**src/rtl/digclk_seg_scan_if.sv**
```systemverilog
// Display bus for the clock display stage: timer-side snapshot inputs and pin-level display outputs.
interface digclk_seg_scan_if;
  logic       upd;
  logic [4:0] hh;
  logic [5:0] mm;
  logic [5:0] ss;
  logic [6:0] seg;
  logic       dp;
  logic [5:0] an;
  logic       err;

  modport master (output upd, hh, mm, ss, input  seg, dp, an, err);
  modport slave  (input  upd, hh, mm, ss, output seg, dp, an, err);
endinterface

```
**src/rtl/digclk_seg_scan.sv**
```systemverilog
// 6-digit HH.MM.SS multiplexed 7-segment driver with anti-ghost blanking.
// Optional macro COLON_BLINK_EN: separator dots follow the snapshot seconds parity.
module digclk_seg_scan #(
  parameter int SCAN_DIV       = 16667,
  parameter int BLANK_CYC      = 4,
  parameter int LZ_BLANK       = 1,
  parameter int SEG_ACTIVE_LOW = 1,
  parameter int AN_ACTIVE_LOW  = 1
) (
  input  logic               clk,
  input  logic               rst,
  digclk_seg_scan_if.slave   bus
);

  localparam int            PW        = $clog2(SCAN_DIV);
  localparam logic [PW-1:0] PRE_MAX   = PW'(SCAN_DIV - 1);
  localparam logic [PW-1:0] BLANK_CMP = PW'(BLANK_CYC);
  localparam logic [2:0]    IDX_MAX   = 3'd5;
  localparam logic [6:0]    SEG_OFF   = (SEG_ACTIVE_LOW != 0) ? 7'h7F : 7'h00;
  localparam logic          DP_OFF    = (SEG_ACTIVE_LOW != 0);
  localparam logic [5:0]    AN_OFF    = (AN_ACTIVE_LOW != 0) ? 6'h3F : 6'h00;
  localparam logic [6:0]    CODE_DASH = 7'h40;
  localparam logic [6:0]    CODE_BLNK = 7'h00;

  logic [4:0]    hh_q, hh_d;
  logic [5:0]    mm_q, mm_d;
  logic [5:0]    ss_q, ss_d;
  logic          err_q, err_d;
  logic [PW-1:0] pre_q, pre_d;
  logic [2:0]    idx_q, idx_d;
  logic [5:0]    an_q, an_d;
  logic [6:0]    seg_q, seg_d;
  logic          dp_q, dp_d;

  logic [5:0] field;
  logic [5:0] digit;
  logic [6:0] code;
  logic       dp_act;
  logic       dp_sep;
  logic       lit;

  function automatic logic [6:0] seg_code(input logic [5:0] d);
    case (d)
      6'd0:    seg_code = 7'h3F;
      6'd1:    seg_code = 7'h06;
      6'd2:    seg_code = 7'h5B;
      6'd3:    seg_code = 7'h4F;
      6'd4:    seg_code = 7'h66;
      6'd5:    seg_code = 7'h6D;
      6'd6:    seg_code = 7'h7D;
      6'd7:    seg_code = 7'h07;
      6'd8:    seg_code = 7'h7F;
      6'd9:    seg_code = 7'h6F;
      default: seg_code = CODE_BLNK;
    endcase
  endfunction

  always_comb begin
    hh_d  = hh_q;
    mm_d  = mm_q;
    ss_d  = ss_q;
    err_d = err_q;
    if (bus.upd) begin
      hh_d  = bus.hh;
      mm_d  = bus.mm;
      ss_d  = bus.ss;
      err_d = (bus.hh > 5'd23) || (bus.mm > 6'd59) || (bus.ss > 6'd59);
    end

    pre_d = pre_q + PW'(1);
    idx_d = idx_q;
    if (pre_q == PRE_MAX) begin
      pre_d = '0;
      idx_d = (idx_q == IDX_MAX) ? 3'd0 : idx_q + 3'd1;
    end
  end

  // Even slots show units, odd slots tens; slot pairs select ss, mm, hh.
  always_comb begin
    if (idx_q[2])      field = {1'b0, hh_q};
    else if (idx_q[1]) field = mm_q;
    else               field = ss_q;
    digit = idx_q[0] ? (field / 6'd10) : (field % 6'd10);

`ifdef COLON_BLINK_EN
    dp_sep = ~ss_q[0];
`else
    dp_sep = 1'b1;
`endif

    lit = (pre_q >= BLANK_CMP);
    if (err_q) begin
      code   = CODE_DASH;
      dp_act = 1'b0;
    end else begin
      code   = seg_code(digit);
      if ((LZ_BLANK != 0) && (idx_q == IDX_MAX) && (hh_q < 5'd10))
        code = CODE_BLNK;
      dp_act = ((idx_q == 3'd2) || (idx_q == 3'd4)) && dp_sep;
    end

    an_d  = AN_OFF;
    seg_d = SEG_OFF;
    dp_d  = DP_OFF;
    if (lit) begin
      an_d  = (AN_ACTIVE_LOW != 0)  ? ~(6'd1 << idx_q) : (6'd1 << idx_q);
      seg_d = (SEG_ACTIVE_LOW != 0) ? ~code : code;
      dp_d  = (SEG_ACTIVE_LOW != 0) ? ~dp_act : dp_act;
    end
  end

  always_ff @(posedge clk or negedge rst) begin
    if (!rst) begin
      hh_q  <= '0;
      mm_q  <= '0;
      ss_q  <= '0;
      err_q <= 1'b0;
      pre_q <= '0;
      idx_q <= '0;
      an_q  <= AN_OFF;
      seg_q <= SEG_OFF;
      dp_q  <= DP_OFF;
    end else begin
      hh_q  <= hh_d;
      mm_q  <= mm_d;
      ss_q  <= ss_d;
      err_q <= err_d;
      pre_q <= pre_d;
      idx_q <= idx_d;
      an_q  <= an_d;
      seg_q <= seg_d;
      dp_q  <= dp_d;
    end
  end

  assign bus.an  = an_q;
  assign bus.seg = seg_q;
  assign bus.dp  = dp_q;
  assign bus.err = err_q;

endmodule

```
**src/flat_wrapper.sv**
```systemverilog
// flat-port wrapper written by rule: the top's interface ports become plain ports
module digclk_seg_scan_flat 
#(
  parameter int SCAN_DIV       = 16667,
  parameter int BLANK_CYC      = 4,
  parameter int LZ_BLANK       = 1,
  parameter int SEG_ACTIVE_LOW = 1,
  parameter int AN_ACTIVE_LOW  = 1
)
  (clk, rst, bus_upd, bus_hh, bus_mm, bus_ss, bus_seg, bus_dp, bus_an, bus_err);
  digclk_seg_scan_if bus_i ();
  input  logic clk;
  input  logic rst;
  input wire logic [$bits(bus_i.upd)-1:0] bus_upd;
  input wire logic [$bits(bus_i.hh)-1:0] bus_hh;
  input wire logic [$bits(bus_i.mm)-1:0] bus_mm;
  input wire logic [$bits(bus_i.ss)-1:0] bus_ss;
  output wire logic [$bits(bus_i.seg)-1:0] bus_seg;
  output wire logic [$bits(bus_i.dp)-1:0] bus_dp;
  output wire logic [$bits(bus_i.an)-1:0] bus_an;
  output wire logic [$bits(bus_i.err)-1:0] bus_err;
  assign bus_i.upd = bus_upd;
  assign bus_i.hh = bus_hh;
  assign bus_i.mm = bus_mm;
  assign bus_i.ss = bus_ss;
  assign bus_seg = bus_i.seg;
  assign bus_dp = bus_i.dp;
  assign bus_an = bus_i.an;
  assign bus_err = bus_i.err;
  digclk_seg_scan #(.SCAN_DIV(SCAN_DIV), .BLANK_CYC(BLANK_CYC), .LZ_BLANK(LZ_BLANK), .SEG_ACTIVE_LOW(SEG_ACTIVE_LOW), .AN_ACTIVE_LOW(AN_ACTIVE_LOW)) u_core (.clk(clk), .rst(rst), .bus(bus_i));
endmodule
```
**config.mk**
```make
export PLATFORM = sky130hd
export DESIGN_NAME = digclk_seg_scan_flat
export DESIGN_NICKNAME = d
export VERILOG_FILES = /design/src/rtl/digclk_seg_scan_if.sv /design/src/rtl/digclk_seg_scan.sv /design/src/flat_wrapper.sv
export SDC_FILE = /design/constraint.sdc
export NUM_CORES = 1
export LEC_CHECK = 0
export ABC_AREA = 1
export CORE_MARGIN = 2
export CORE_UTILIZATION = 45
export CTS_CLUSTER_SIZE = 30
export DETAILED_ROUTE_END_ITERATION = 10
export GPL_TIMING_DRIVEN = 0
export HOLD_SLACK_MARGIN = 0.12
export PLACE_DENSITY = 0.74
export SETUP_SLACK_MARGIN = 0.5
export SLEW_MARGIN = 20
export SYNTH_ARGS = -nofsm -noshare
export SYNTH_HDL_FRONTEND = slang
export SYNTH_SLANG_ARGS = --single-unit
```
**constraint.sdc**
```tcl
create_clock -name clk -period 3.35 [get_ports clk]
set_input_delay 0.67 -clock clk [delete_from_list [all_inputs] [get_ports clk]]
set_output_delay 0.67 -clock clk [all_outputs]
set_load 0.005 [all_outputs]
```
==> results by group, run 1 <==
Synthesis
  – Post-Syn Nets: about 400
  – Post-synthesis sequential area ratio: a little over two fifths
  – Synth unique cells: 39
  – Synth top area share: a little under a third
  – Flops & latches, synth: 50
  – Largest cells by area after synthesis: dfrtp_1, dfstp_2, nand2_1, inv_1, ha_1
  – Dominant cell type by area after synthesis: dfrtp_1
  – Syn Inst Count: 368
  – Yosys warning count: 0
  – Cell Area, Synth: a little under 3000 sq um
  – Syn Area/Cell: between 7 and 8 sq um

Timing
  – Final min period: 2.70 ns
  – Unrepaired setup endpoints after global routing: yes
  – Final slew viol count: 0
  – Final setup viols: 0
  – Setup tns final: 0 ns
  – Final setup margin: about 0.65 ns
  – Endpoints failing hold: 0
  – Least-Margin Pin Slew: around 0.44 ns
  – Slew HR: between 70 and 80%
  – Final period utilization: approximately four fifths
  – FMAX: 0.370 GHz
  – Clock Skews: 0.00545 ns

CTS
  – H-Tree Depth: 2
  – Clock Tree Buf Depth: 2
  – Inserted Clock Buffers: 5
  – Worst-Skew Late Latency: 0.30 ns
  – CTS root buf: clkbuf_8
  – Worst-path clk slew: approximately 0.090 ns
  – Clk sinks: 50
  – TritonCTS clock tree: yes

Placed design
  – Routability Congestion: approximately 0.84
  – Dpl hpwl: 4410 microns
  – Port-buffer cells: 34
  – Worst slack, placed: between 0.3 and 0.4 ns

Worst setup path
  – WP data arrival: 2.94 ns
  – CP Max Fanout: 5
  – Worst R2R Start: u_core.idx_q[1]
  – Critical Path Source Type: register
  – WP data required: between 3 and 4 ns
  – Worst Setup SP: u_core.idx_q[1]
  – WS Path Type: reg2reg
  – CP Capture Type: register

Global routing
  – Pin count of the biggest net entering global routing: 35
  – Initial antenna violation count: 0
  – First-pass GRT wire length: around 10000 microns
  – Total track usage: 17.5%
  – Overflow left after global routing: 0
  – Vias in the first global route: ~2400

Flow run
  – MaxCap Viol Count: 0

Die
  – # rows: 29
  – Die area: slightly above 7000 sq um
  – Die width: 84.5 microns
  – Die Ht: between 80 and 90 microns
  – Initial core utilization: a little under half
  – I/O pin count: 35
  – Core ar.: 6310 sq um

Hold path
  – Worst hold path class: in2async

Drt
  – WL/cell: around 12 microns
  – DRC: 0
  – Vias: ~2500
  – Vias per cell: a little under 5
  – Post-Route WL: slightly below 6000 microns
  – DRT antenna net count: 0
  – Number of DRC markers in iteration 0: 157
  – Drt first pass iters: 4

Run status
  – Status: finished, final reports clean

Finish
  – Share of cells above drive strength 1: between 20% and 30%
  – Synth-to-Final Area Change: 27.3%
  – ANT cells: 0
  – Final Util: around 59%
  – Total Nets Final: 460

Power and ir drop
  – Leak: 0.00189 uW
  – Power per Cell Area: 424 nW/um^2
  – VDD IR-drop max: approximately 0.28 mV
[layout make-up]
class	count	area (sq um)
Multi-Input combinational cell	250	1440
Buffer	8	61.3
Inverter	60	233
Clock buffer	6	72.6
Tap cell	77	96.3
Fill cell	562	2600
Sequential cell	50	1270
Clock inverter	2	37.5
Timing Repair Buffer	55	505
[stage by stage]
stage | area, sq um | total power, uW | instances | hold WS, ns
floorplan | 2920 | 959 | 368 | 0.374
global placement | 3360 | 1100 | 479 | 0.459
detailed placement | 3370 | 1110 | 480 | 0.460
CTS | 3540 | 1550 | 495 | 0.289
global route | 3720 | 1680 | 508 | 0.297
finish | 3720 | 1580 | 508 | 0.279
[placed cells by master (no fill, tap or decap), drive strengths merged]
master / Yosys / final
xnor2: 1 / 1
a21oi: 8 / 8
o22ai: 1 / 1
inv: 59 / 59
nand2: 120 / 120
a2111oi: 1 / 1
clkinvlp: 0 / 1
o21ai: 23 / 23
nor4: 2 / 2
nand3: 27 / 27
o211ai: 3 / 3
xor2: 4 / 4
dfrtp: 36 / 36
bufinv: 0 / 1
o21a: 1 / 1
nand3b: 1 / 1
nor3b: 1 / 1
clkinv: 1 / 1
ha: 10 / 10
and3: 1 / 1
clkbuf: 5 / 11
o31ai: 1 / 1
nand4: 3 / 3
nor2: 31 / 31
nor3: 9 / 9
mux2i: 1 / 1
dfstp: 14 / 14
clkdlybuf4s50: 0 / 33
a31oi: 1 / 1
buf: 3 / 25
[cell families after synthesis]
kind of cell	count (synthesis)	synth area share, %
fa+ha+maj	10	4.29
flops	50	43.5
xor+xnor	5	1.50
compound gates	39	7.72
buf+inv	68	10.1
mux	1	0.471
simple gates	195	32.5
[worst paths after layout]
path / to / slack (ns) / cells after the start
setup / recovery: u_core.bus.seg[6] / 0.65 / 24
hold / removal: u_core.mm_q[3] / 0.28 / 1
setup reg to reg: u_core.bus.seg[6] / 0.65 / 24
hold reg to reg: u_core.hh_q[0] / 0.47 / 2
max in group asynchronous: u_core.bus.an[0] / 2.49 / 2
min in group clk: u_core.hh_q[0] / 0.47 / 2
[critical path, cell delays in order, from the launching register on]
cell and delay (ns):
dfrtp_1 0.44, buf_6 0.15, nand2_2 0.07, nand3_4 0.10, nand2_4 0.10, ha_4 0.20
inv_2 0.04, nand3_2 0.07, nand2_2 0.10, nand2_4 0.08, nand2_4 0.09, nand2_2 0.05
nand2_2 0.06, inv_2 0.05, nand2_4 0.08, nand2_4 0.06, nand2_1 0.06, o21a_1 0.16
inv_2 0.06, ha_1 0.18, nand3b_1 0.17, nand3_1 0.09, nand2_1 0.06, nand2_1 0.06
nand2_1 0.05
[routing by layer]
metal / up-vias / track usage, % / wire length [microns]
met5: - / 0 / 0
met4: 0 / 6.49 / 158
met3: 15 / 3.34 / 205
met2: 55 / 29.3 / 2790
met1: 1155 / 22.6 / 2810
li1: 1272 / - / -
[synth_stat cells]
cell and number:
o22ai_1 1, nand3_2 4, nand3_1 22, ha_1 10, a21oi_1 8, nor2_4 1
xor2_1 4, buf_6 2, nor3_1 9, nand2_1 98, nand3b_1 1, nor2_8 1
nand3_4 1, a31oi_1 1, nand2_2 15, dfrtp_1 36, inv_8 1, nand2_4 7
o21ai_0 19, o31ai_1 1, xnor2_1 1, o21a_1 1, a2111oi_0 1, and3_1 1
inv_2 3, clkinv_1 1, clkbuf_1 5, mux2i_2 1, inv_1 55, nand4_1 3
o21ai_4 1, nor3b_1 1, dfstp_2 14, o211ai_1 3, nor2_2 1, nor2_1 28
buf_12 1, o21ai_1 3, nor4_1 2
[power breakdown]
part	switching (uW)	total, uW	internal, uW	leakage [uW]
sequential	18.6	698	679	0.000601
combinational	248	459	212	0.00124
clock	198	421	223	0.0000514
[registers in the layout, indices dropped and copies added (netlist names)]
register and flops:
u_core.bus.an 6, u_core.bus.dp 1, u_core.bus.err 1, u_core.bus.seg 7
u_core.hh_q 5, u_core.idx_q 3, u_core.mm_q 6, u_core.pre_q 15
u_core.ss_q 6
[what timing repair did]
item / 4_1_cts / 5_1_grt
pin swaps: 2 / 7
resized for setup: 3 / 17
hold buffers: 0 / 0
setup endpoints to repair: 3 / 7
hold endpoints to repair: 0 / 0
setup buffers: 7 / 13
Power figures use the tool's default switching activity.
==> inputs of run 2 (changes only) <==
Settings changed: PLACE_DENSITY 0.74 to 0.76.
Clock period 3.35 ns to 2.4 ns, I/O delays scaled along.
==> run 2 against run 1 <==
  * The flow now finishes with violations (negative setup slack)
  * Sequential share of layout area decreased by 2.5 points
  * Total power increased by 50%
  * Combinational power grew 71%
  * Global-route usage increased by 2.3 points
  * Clock skew rose by 0.0052 ns
  * Non-clock buffer count up 17
  * Clock-buffer cell count decreased by 1
  * Via count rose by 3.4%
  * Sequential cell count is the same
  * Critical path type unchanged
  * Highest routed layer unchanged
==> results by group, run 2 (synthesis gave the netlist of run 1 again) <==
Timing
  – Setup tns final: -1.23 ns
  – Final period utilization: 109%
  – Slew HR: between 60% and 70%
  – Clock Skews: about 0.011 ns
  – Final setup viols: 7
  – FMAX: 0.381 GHz
  – Least-Margin Pin Slew: 0.581 ns
  – Final setup margin: -0.223 ns
  – Endpoints failing hold: 0
  – Final slew viol count: 0
  – Final min period: about 2.6 ns
  – Unrepaired setup endpoints after global routing: yes

Power and ir drop
  – Sw Ratio: a little under a third
  – Sequential cell fraction of total power: between 40% and 50%
  – Power share of the clock group: around a quarter
  – Logic pwr share: about 33%
  – VDD IR-drop max: between 0.4 and 0.5 mV
  – Power per Cell Area: around 600 nW/um^2
  – Int Pwr: roughly 1600 uW
  – Leak: ~0.0020 uW
  – Switch Pwr: a little over 700 uW

Drt
  – Number of DRC markers in iteration 0: 139
  – Drt first pass iters: 4
  – WL/cell: ~13 microns
  – Post-Route WL: between 6000 and 7000 microns
  – DRC: 0
  – Vias per cell: ~4.9
  – DRT antenna net count: 0
  – Vias: approximately 2600

Die
  – # rows: 29
  – Core ar.: 6310 sq um
  – Initial core utilization: between 40% and 50%
  – I/O pin count: 35
  – Die area: 7150 sq um
  – Die Ht: approximately 85 microns
  – Die width: ~85 microns

Finish
  – ANT cells: 0
  – Area of the multi-input gates: about 1600 sq um
  – Register Area: between 1000 and 1500 sq um
  – Fin area: roughly 4000 sq um
  – Highest-count cells in the layout ignoring fill and taps: nand2_1, inv_1, buf_4, dfrtp_1, clkdlybuf4s50_1
  – Synth-to-Final Area Change: 37.7%
  – Share of cells above drive strength 1: between 30% and 40%
  – Most flop-heavy register: u_core.pre_q
  – Max reg flops: 15
  – # fillers: slightly above 500
  – Total Nets Final: 477
  – Commonest non-fill, non-tap cell in the layout: nand2_1

CTS
  – Worst-Skew Late Latency: 0.31 ns
  – TritonCTS clock tree: yes
  – CTS root buf: clkbuf_8
  – H-Tree Depth: 2
  – Inserted Clock Buffers: 5
  – Clock Tree Buf Depth: 2
  – Clk sinks: 50
  – Worst-path clk slew: approximately 0.10 ns

Worst setup path
  – WP data arrival: about 2.8 ns
  – Worst R2R Start: u_core.idx_q[1]
  – Worst R2R Setup Slack: -0.22 ns
  – WS Path Type: reg2reg
  – WP data required: roughly 2.6 ns
  – CP Capture Type: register
  – R2R cell count: 24
  – Critical Path Source Type: register
  – CP Max Fanout: 5
  – Critical R2R Capture: u_core.bus.seg[6]

Global routing
  – Pin count of the biggest net entering global routing: 28
  – First-pass GRT wire length: around 12000 microns
  – Vias in the first global route: 2539
  – Total track usage: 19.8%
  – Initial antenna violation count: 0
  – Overflow left after global routing: 0

Placed design
  – Port-buffer cells: 34
  – Worst slack, placed: -0.457 ns
  – Routability Congestion: between 0.8 and 0.9
  – Dpl hpwl: ~4500 microns
  – Dpl cell area: ~3400 sq um

Hold path
  – Worst hold path class: in2async

Run status
  – Failing checks: negative setup slack
  – Status: finished, violations left

Flow run
  – MaxCap Viol Count: 0
[run 2: repair_timing]
item | CTS | global route
hold buffers | 0 | 0
gates cloned | 0 | 1
buffers inserted | 17 | 19
gates resized for setup | 20 | 36
endpoints found under the setup margin | 8 | 13
pin swaps | 16 | 21
hold endpoints to repair | 0 | 0
[run 2: worst max path at each step]
stage                          startpoint           endpoint  slack (ns)  depth (start not counted)
final                     u_core.idx_q[1]  u_core.bus.seg[6]       -0.22                         24
after global routing      u_core.idx_q[2]  u_core.bus.seg[0]       -0.40                         22
after CTS                 u_core.idx_q[1]  u_core.bus.seg[6]       -0.22                         24
after detailed placement  u_core.idx_q[1]  u_core.bus.seg[6]       -0.46                         24
after global placement                rst   u_core.pre_q[10]       -0.58                          1
after floorplan           u_core.idx_q[2]  u_core.bus.seg[6]       -0.11                         25
[run 2: area by class of cell]
class | instances | area share [%]
Multi-Input combinational cell | 250 | 39.8
Inverter | 60 | 5.92
Sequential cell | 50 | 31.6
Clock inverter | 3 | 0.996
Clock buffer | 5 | 1.71
Timing Repair Buffer | 72 | 15.9
Tap cell | 77 | 2.40
Buffer | 8 | 1.65
[run 2: power by group through the flow]
stage	sequential (uW)	combinational [uW]	clock [uW]
floorplan	995	370	0
global placement	992	588	0
detailed placement	991	600	0
CTS	978	689	610
global route	985	866	658
finish	977	784	600
[run 2: critical path: stages (launching register included)]
cell and delay [ns]:
dfrtp_2 0.47, buf_8 0.16, nand2_4 0.06, nand3_4 0.08, nand2_4 0.10, ha_4 0.21, inv_2 0.04, nand3_2 0.07
nand2_4 0.08, nand2_4 0.07, nand2_4 0.08, nand2_2 0.05, nand2_2 0.07, inv_2 0.05, nand2_4 0.08, nand2_4 0.06
nand2_2 0.07, o21a_4 0.13, inv_2 0.06, ha_4 0.14, nand3b_1 0.16, nand3_1 0.08, nand2_1 0.05, nand2_1 0.06
nand2_1 0.07
[run 2: per-stage QoR]
step	util, %	hold WS (ns)	std cells	total power, uW
after floorplan	-	0.184	368	1370
after global placement	53.8	0.448	479	1580
after detailed placement	54.0	0.464	480	1590
after CTS	59.4	0.175	505	2280
after global routing	63.7	0.192	525	2510
final	63.7	0.157	525	2360
[run 2: metal layers]
| metal | GRT usage, % | share of wire (%) | up-vias |
|---|---|---|---|
| met1 | 26.1 | 46 | 1211 |
| li1 | - | - | 1299 |
| met3 | 4.33 | 4.3 | 16 |
| met4 | 5.77 | 2.2 | 0 |
| met2 | 32.9 | 48 | 56 |
| met5 | 0 | 0 | - |
==> inputs of run 3 (changes only) <==
Settings changed: CELL_PAD_IN_SITES_DETAIL_PLACEMENT from default to 1, CELL_PAD_IN_SITES_GLOBAL_PLACEMENT from default to 2, CORE_UTILIZATION 45 to 30, PLACE_DENSITY 0.76 to 0.83, SKIP_LAST_GASP from default to 1.
==> run 3 against run 2 <==
  * The flow still finishes with violations (negative setup slack)
  * Hold slack better by 0.038 ns
  * Core utilization down 21 points
  * Die area up 47%
  * First-iteration DRC count down 74%
  * Sequential share of layout area down 0.56 points
  * Worst setup slack worse by 0.033 ns
  * Sequential cell count unchanged
  * Critical path type unchanged
  * Largest power group unchanged
==> results by group, run 3 (synthesis gave the netlist of run 1 again) <==
Drt
  – Post-Route WL: about 7500 microns
  – Vias per cell: between 4 and 5
  – Drt first pass iters: 4
  – Number of DRC markers in iteration 0: 36
  – DRT antenna net count: 0
  – WL/cell: 12.9 microns
  – DRC: 0
  – Vias: 2584

Finish
  – Area of the multi-input gates: 1610 sq um
  – Highest-count cells in the layout ignoring fill and taps: nand2_1, inv_1, dfrtp_1
  – # fillers: about 1200
  – Fin area: a little over 4000 sq um
  – Commonest non-fill, non-tap cell in the layout: nand2_1
  – Synth-to-Final Area Change: 39.9%
  – Most flop-heavy register: u_core.pre_q
  – Share of cells above drive strength 1: a little under a third
  – Register Area: between 1000 and 1500 sq um
  – Total Nets Final: roughly 480
  – Max reg flops: 15
  – ANT cells: 0

Placed design
  – Routability Congestion: just under 0.8
  – Dpl cell area: between 3000 and 4000 sq um
  – Dpl hpwl: a little over 5000 microns
  – Port-buffer cells: 34

CTS
  – Inserted Clock Buffers: 5
  – Clk sinks: 50
  – TritonCTS clock tree: yes
  – Worst-path clk slew: 0.10 ns
  – Hold buffers post-CTS: 0
  – Clock Tree Buf Depth: 2
  – Worst-Skew Late Latency: 0.31 ns
  – H-Tree Depth: 2
  – CTS root buf: clkbuf_8

Die
  – # rows: 36
  – Initial core utilization: 30.4%
  – Die Ht: approximately 100 microns
  – Die width: slightly above 100 microns
  – Core ar.: approximately 9600 sq um
  – I/O pin count: 35
  – Die area: 10500 sq um

Global routing
  – Initial antenna violation count: 0
  – Overflow left after global routing: 0
  – First-pass GRT wire length: 12100 microns
  – Pin count of the biggest net entering global routing: 51
  – Vias in the first global route: between 2000 and 3000
  – Total track usage: between 10% and 20%

Worst setup path
  – Worst R2R Start: u_core.idx_q[1]
  – Worst R2R Setup Slack: -0.26 ns
  – Critical R2R Capture: u_core.bus.seg[3]
  – WP data arrival: roughly 2.9 ns
  – WS Path Type: reg2reg
  – CP Capture Type: register
  – CP Max Fanout: 5
  – R2R cell count: 22
  – Critical Path Source Type: register
  – WP data required: 2.63 ns

Timing
  – Slew HR: 57.4%
  – Final min period: between 2 and 3 ns
  – Final slew viol count: 0
  – Final period utilization: 111%
  – Least-Margin Pin Slew: roughly 0.64 ns
  – Clock Skews: between 0.006 and 0.007 ns
  – Final setup viols: 7
  – Unrepaired setup endpoints after global routing: yes
  – FMAX: 0.377 GHz
  – Final setup margin: -0.255 ns
  – Endpoints failing hold: 0

Run status
  – Failing checks: negative setup slack
  – Status: finished, violations left

Flow run
  – MaxCap Viol Count: 0

Power and ir drop
  – Final Power: around 2400 uW
  – VDD IR-drop max: around 0.25 mV
  – Leak: between 0.002 and 0.0025 uW
  – Power per Cell Area: 579 nW/um^2

Hold path
  – Worst hold path class: in2async
[run 3: where the power goes]
part           internal, uW  total, uW  switching (uW)
Combinational           374        772             399
Sequential              948        976            27.6
Clock                   313        616             303
[run 3: worst max path at each step]
stage,from,endpoint,slack [ns],cells after the start
floorplan,u_core.idx_q[2],u_core.bus.seg[6],-0.11,25
global placement,rst,u_core.pre_q[8],-0.62,1
detailed placement,u_core.idx_q[1],u_core.bus.seg[6],-0.48,25
CTS,u_core.idx_q[2],u_core.bus.seg[6],-0.23,25
global route,u_core.idx_q[1],u_core.bus.seg[6],-0.46,25
finish,u_core.idx_q[1],u_core.bus.seg[3],-0.26,22
[run 3: per-layer routing]
metal  up-vias  global-route usage (%)  part of all wire, %
met5         -                       0                    0
met4         0                    3.49                  1.3
met3         8                    2.71                  2.4
met2        36                    25.5                   51
met1      1232                    18.5                   46
li1       1308                       -                    -
[run 3: cell type report]
type,count,area share (%)
Multi-Input combinational cell,250,39.4
Sequential cell,50,31.1
Timing Repair Buffer,71,15.4
Inverter,60,5.76
Tap cell,133,4.08
Clock buffer,5,1.69
Buffer,8,1.53
Clock inverter,3,1.07
[run 3: per-stage QoR]
step,setup TNS [ns],util [%],setup slack [ns],hold slack (ns),instances
floorplan,-0.173,-,-0.115,0.184,368
global placement,-25.62,36.1,-0.621,0.463,535
detailed placement,-2.53,36.1,-0.484,0.463,535
CTS,-1.23,40.3,-0.231,0.212,569
global route,-2.82,42.6,-0.458,0.224,580
finish,-1.45,42.6,-0.255,0.195,580
[run 3: worst max-delay path, stage by stage, from the launching register on]
cell and delay (ns):
dfrtp_1 0.44, buf_6 0.16, buf_4 0.14, nor2_4 0.13
nor2_8 0.07, inv_2 0.06, nand3_2 0.10, nand3_4 0.14
nand2_4 0.09, nand2_4 0.09, nand2_2 0.06, nand2_2 0.08
inv_2 0.06, nand2_4 0.08, nand2_4 0.06, nand2_2 0.07
nand2_2 0.06, nand2_4 0.07, inv_2 0.04, buf_4 0.13
ha_4 0.24, o21ai_1 0.13, o21ai_1 0.07
[run 3: repair_timing]
item                       in CTS  in global routing
buffers inserted               26                 11
resized for setup              21                 41
setup endpoints to repair       9                 12
pin swaps                      12                 16
